**config.mk**
```make
export PLATFORM = sky130hd
export DESIGN_NAME = parity_controller
export DESIGN_NICKNAME = d
export VERILOG_FILES = /design/src/rtl/theta_pkg.sv /design/src/rtl/theta_lane_counter.sv /design/src/rtl/parity_controller.sv
export SDC_FILE = /design/constraint.sdc
export NUM_CORES = 1
export LEC_CHECK = 0
export BUFFER_PORTS_ARGS = -buffer_cell sky130_fd_sc_hd__buf_2
export CAP_MARGIN = 20
export CORE_MARGIN = 10
export CORE_UTILIZATION = 35
export CTS_BUF_LIST = sky130_fd_sc_hd__clkbuf_8
export DETAILED_ROUTE_END_ITERATION = 10
export PLACE_DENSITY_LB_ADDON = 0.3
export SLEW_MARGIN = 20
export SYNTH_ARGS = -nofsm -noshare
export SYNTH_HDL_FRONTEND = slang
export SYNTH_SLANG_ARGS = --single-unit
```
**constraint.sdc**
```tcl
create_clock -name clk -period 2.25 [get_ports clk]
set_input_delay 0.225 -clock clk [delete_from_list [all_inputs] [get_ports clk]]
set_output_delay 0.225 -clock clk [all_outputs]
set_load 0.01 [all_outputs]
```
**src/rtl/theta_pkg.sv**
```systemverilog
// Shared theta definitions: page geometry, controller state codes
// and mod-5 lane index helpers.
package theta_pkg;

  localparam int PAGE_W = 25;
  localparam int LANES  = 5;

  typedef logic [0:PAGE_W-1] page_t;

  localparam logic [2:0] S_IDLE    = 3'd0;
  localparam logic [2:0] S_LD_PREV = 3'd1;
  localparam logic [2:0] S_WT_PREV = 3'd2;
  localparam logic [2:0] S_LD_CUR  = 3'd3;
  localparam logic [2:0] S_WT_CUR  = 3'd4;
  localparam logic [2:0] S_SCAN    = 3'd5;
  localparam logic [2:0] S_WRITE   = 3'd6;
  localparam logic [2:0] S_DONE    = 3'd7;

  function automatic logic [2:0] inc5(input logic [2:0] v);
    return (v >= 3'd4) ? 3'd0 : v + 3'd1;
  endfunction

  function automatic logic [2:0] dec5(input logic [2:0] v);
    return (v == 3'd0) ? 3'd4 : v - 3'd1;
  endfunction

endpackage

```
**src/rtl/theta_lane_counter.sv**
```systemverilog
// Walks (x,y) over the 5x5 lane grid, y fastest, with explicit
// wrap at 5 and mod-5 column neighbours.
module theta_lane_counter
  import theta_pkg::*;
(
  input  logic       clk,
  input  logic       rst,
  input  logic       clear,
  input  logic       step,
  output logic [2:0] x_cur,
  output logic [2:0] y_cur,
  output logic [2:0] x_prev,
  output logic [2:0] x_next,
  output logic       last
);

  logic [2:0] x_q, x_d;
  logic [2:0] y_q, y_d;

  always_comb begin
    x_d = x_q;
    y_d = y_q;
    if (clear) begin
      x_d = 3'd0;
      y_d = 3'd0;
    end else if (step) begin
      if (y_q == 3'd4) begin
        y_d = 3'd0;
        x_d = inc5(x_q);
      end else begin
        y_d = inc5(y_q);
      end
    end
  end

  always_ff @(posedge clk or posedge rst) begin
    if (rst) begin
      x_q <= 3'd0;
      y_q <= 3'd0;
    end else begin
      x_q <= x_d;
      y_q <= y_d;
    end
  end

  assign x_cur  = x_q;
  assign y_cur  = y_q;
  assign x_prev = dec5(x_q);
  assign x_next = inc5(x_q);
  assign last   = (x_q == 3'd4) && (y_q == 3'd4);

endmodule

```
**src/rtl/parity_controller.sv**
```systemverilog
// Sequences the theta parity datapath over all z-pages of a state:
// fetch prev/cur pages, scan the 25 lanes, write the result page.
module parity_controller
  import theta_pkg::*;
#(
  parameter int PAGES  = 64,
  parameter int ADDR_W = 6
) (
  input  logic              clk,
  input  logic              rst,
  input  logic              start,
  output logic              busy,
  output logic              done,
  output logic              rd_en,
  output logic [ADDR_W-1:0] rd_addr,
  input  logic [0:24]       rd_data,
  output logic [0:24]       cur_page,
  output logic [0:24]       prev_page,
  output logic [2:0]        x_prev,
  output logic [2:0]        x_cur,
  output logic [2:0]        x_next,
  output logic [2:0]        y_cur,
  input  logic [0:24]       parity_out,
  output logic              wr_en,
  output logic [ADDR_W-1:0] wr_addr,
  output logic [0:24]       wr_data
);

  localparam logic [ADDR_W-1:0] LAST_Z = ADDR_W'(PAGES - 1);

  logic [2:0]        state_q, state_d;
  logic [ADDR_W-1:0] z_q, z_d;
  page_t             cur_q, cur_d;
  page_t             prev_q, prev_d;
  logic              lane_clear, lane_step, lane_last;

  always_comb begin
    state_d    = state_q;
    z_d        = z_q;
    cur_d      = cur_q;
    prev_d     = prev_q;
    lane_clear = 1'b0;
    lane_step  = 1'b0;
    unique case (state_q)
      S_IDLE: begin
        if (start) begin
          state_d = S_LD_PREV;
          z_d     = '0;
        end
      end
      S_LD_PREV: state_d = S_WT_PREV;
      S_WT_PREV: begin
        prev_d  = rd_data;
        state_d = S_LD_CUR;
      end
      S_LD_CUR: state_d = S_WT_CUR;
      S_WT_CUR: begin
        cur_d      = rd_data;
        lane_clear = 1'b1;
        state_d    = S_SCAN;
      end
      S_SCAN: begin
        lane_step = 1'b1;
        if (lane_last) state_d = S_WRITE;
      end
      S_WRITE: begin
        // this page becomes the z-1 neighbour of the next one
        prev_d = cur_q;
        if (z_q == LAST_Z) begin
          state_d = S_DONE;
        end else begin
          z_d     = z_q + 1'b1;
          state_d = S_LD_CUR;
        end
      end
      S_DONE:  state_d = S_IDLE;
      default: state_d = S_IDLE;
    endcase
  end

  always_ff @(posedge clk or posedge rst) begin
    if (rst) begin
      state_q <= S_IDLE;
      z_q     <= '0;
      cur_q   <= '0;
      prev_q  <= '0;
    end else begin
      state_q <= state_d;
      z_q     <= z_d;
      cur_q   <= cur_d;
      prev_q  <= prev_d;
    end
  end

  theta_lane_counter u_lanes (
    .clk    (clk),
    .rst    (rst),
    .clear  (lane_clear),
    .step   (lane_step),
    .x_cur  (x_cur),
    .y_cur  (y_cur),
    .x_prev (x_prev),
    .x_next (x_next),
    .last   (lane_last)
  );

  assign busy      = (state_q != S_IDLE);
  assign done      = (state_q == S_DONE);
  assign rd_en     = (state_q == S_LD_PREV) || (state_q == S_LD_CUR);
  assign rd_addr   = (state_q == S_LD_PREV) ? LAST_Z :
                     (state_q == S_LD_CUR)  ? z_q : '0;
  assign wr_en     = (state_q == S_WRITE);
  assign wr_addr   = wr_en ? z_q : '0;
  assign wr_data   = wr_en ? parity_out : '0;
  assign cur_page  = cur_q;
  assign prev_page = prev_q;

endmodule
```
==> impl_metrics.csv <==
group,metric,value,unit
setup_path,r2r_start,"state_q[0]",
power,p_leak,2.40,nW
clock_network,clk_latency,330,ps
setup_path,cp_top_family,"buffers and inverters",
place,portBuffers,155,
route,drcViolationCount,0,
setup_path,cp_data_required_time,2030,ps
cells_and_area,antennaDiodeCount,0,
clock_network,cts_sinks,65,
clock_network,cts_buffer_depth,2,
power,p_per_area,613,nW/um^2
setup_path,critPathLaunch,"state_q[0]",
cells_and_area,fin_nets,529,
clock_network,h-tree-depth,3,
die,die_area,14200,um^2
synth,avgSynthCellArea,10.8,um^2
synth,synthMuxAreaShare,0.179,
sta,hold_viol,0,
synth,yosysSeqAreaShare,0.472,
grt,grt_start_max_net_pins,51,
die,io_pins,156,
cells_and_area,area_growth,31.8,%
setup_path,setup.worst_path.start_class,"flop",
grt,grt_pass1_wl,15200,um
synth,synth_top_family_by_area,"multiplexers",
route,vias,2856,
sta,worst_pin_slew,581,ps
sta,finalCritPeriodShare,0.898,
grt,grt_util_met1,0.146,
setup_path,crit_end,"wr_addr[2]",
setup_path,crit_buf_inv,3,
setup_path,crit_path_end_kind,"output port",
die,fp.dieH,119,um
setup_path,r2r_end,"state_q[1]",
setup_path,cp_slowest_stage_delay,420,ps
clock_network,cts_buffers,9,
synth,syn_inst,318,
die,initial_utilization,0.356,
hold_path,holdCritPathClass,"in -> reg",
die,chipWidth,119,um
cells_and_area,design_area,4540,um^2
sta,rsz0062_at_grt,"false",
setup_path,path_cells,"inv_1 > ha_2 > buf_4 > and3_2 > buf_2",
setup_path,crit_arrival,1790,ps
synth,synth-xor-area-share,0.00509,
place,placed_area,4250,um^2
synth,synthDistinctLibCells,44,
synth,synth_edf_count,0,
die,coreArea,9680,um^2
setup_path,reg2reg_slack,520,ps
synth,yosysMostFrequentCell,"dfrtp_1",
synth,ys_top_cells_by_area,"dfrtp_1 (47%), mux2i_1 (8.7%), mux2_1 (8.5%)",
synth,syn_area,3440,um^2
setup_path,r2r_cells,6,
synth,ys.flop_type,"dfrtp_1",
clock_network,post_cts_buffers,0,
grt,grt_pass1_vias,2894,
clock_network,root_buffer,"clkbuf_8",
synth,synth-compound-area-share,0.0883,
sta,setup-tns-final,0,ps
route,viasPerCell,4.74,
setup_path,crit_fanout,27,
clock_network,clk_pin_slew,80,ps
place,gp_congestion,0.765,
sta,finalCriticalPeriod,2020,ps
synth,yosysTopAreaCellShare,0.472,
sta,slew_violations,0,
synth,synthArstFlopShare,1.00,
cells_and_area,layout-drive-gt1-share,0.400,
sta,maxSlewHeadroom,0.612,
flow_run,maxCapViolCount,0,
synth,yosys_warnings,0,
grt,grtUsageTotal,0.129,
outcome,status,"complete, no violations",
sta,max_freq,495,MHz
setup_path,worst-path-stages,5,
cells_and_area,fin_util,0.469,
route,first_iter_violations,101,
grt,use_met3,0.0288,
power,peakVddDrop,0.500,mV
setup_path,critPathKind,"reg -> out",
route,firstDrtPassIters,4,
route,wl_per_cell,15.9,um
sta,fin_skew,11.3,ps
grt,overflow,0,
die,rows,36,
synth,yosys-top-cells-count,"dfrtp_1 (65), a21oi_1 (37), nor2_1 (35)",
place,dp_hpwl,7240,um
setup_path,slowest_stage,"dfrtp_1",
route,routed_wl,9600,um
grt,antenna_found_initial,0,
grt,gr-usage-met2,0.234,
synth,synth-simple-area-share,0.144,
grt,top_usage_layer,"met2",
place,dp.cells,586,
clock_network,cts_tree,"done",
route,ant_nets,0,
sta,setup_violations,0,
cells_and_area,final_cells,603,
synth,ys_ff_latch,65,
synth,syn-num-nets,382,
synth,synthAdderAreaFrac,0.0400,
synth,yosys.area.top_type,"dfrtp_1",
[area by class of cell]
type                       count  area, um^2
fill                         949        5140
sequential                    65        1630
multi-input combinational    216        1580
timing repair buffer         163         851
tap                          133         166
clock buffer                  10         138
clock inverter                 6         138
inverter                      10        45.0
[stage by stage]
stage               hold slack (ps)  power [W]  worst slack (ps)
floorplan                       357    0.00135               399
global placement                327    0.00147               485
detailed placement              328    0.00147               443
CTS                            99.2    0.00284              86.9
global route                   96.2    0.00291              91.0
finish                          112    0.00279               230
[per-layer routing]
layer	part of all wire	up-vias
met3	0.033	7
li1	-	1410
met5	0	-
met1	0.39	1388
met2	0.56	51
met4	0.012	0
[power breakdown]
| group | internal, W | switching (W) |
|---|---|---|
| logic | 0.0000958 | 0.000107 |
| clock network | 0.000885 | 0.000456 |
| registers | 0.00121 | 0.0000291 |
[flip-flops by register name, indices dropped and copies added, names as in the netlist]
name	cells
u_lanes.y_cur	3
u_lanes.x_cur	3
state_q	3
z_q	6
prev_page	25
cur_page	25
[placed cells by master (no fill, tap or decap), types with 3 or more instances in the layout]
cell	netlist	routed
nor2_1	35	35
ha_1	11	9
buf_4	1	6
nand2_1	6	6
nand2b_1	3	3
and3_1	31	31
nand4_1	3	3
nand3_1	3	3
mux2_1	26	26
clkbuf_8	1	10
a21oi_1	37	37
bufinv_16	0	4
inv_1	9	8
dfrtp_1	65	65
buf_2	7	155
mux2i_1	30	30
[logic make-up after synthesis]
family                     Yosys count
AOI/OAI and AO/OA                   51
xor gates and xnor gates             2
adders and majority gates           11
buffers and inverters               37
DFF                                 65
muxes                               58
and+or+nand+nor                     94
[timing repair]
action	in CTS	in global routing
hold endpoints to repair	26	0
hold buffers	1	0
resized for setup	0	1
endpoints found under the setup margin	0	26
[worst reg2reg max path, stage by stage (launching register included)]
cell	delay, ps
dfrtp_1	400
inv_1	100
ha_1	220
buf_4	180
nor3b_1	140
a31oi_1	230
mux2_1	350
[worst min-delay path by stage]
stage,startpoint,cells after the start,to
after detailed placement,rst,2,cur_page[12]
final,rd_data[20],2,cur_page[20]
after floorplan,rd_data[1],1,cur_page[1]
after global routing,rd_data[9],2,cur_page[9]
after CTS,rd_data[20],2,cur_page[20]
after global placement,rst,2,prev_page[14]
No activity file was read; power rests on OpenSTA's default activity.
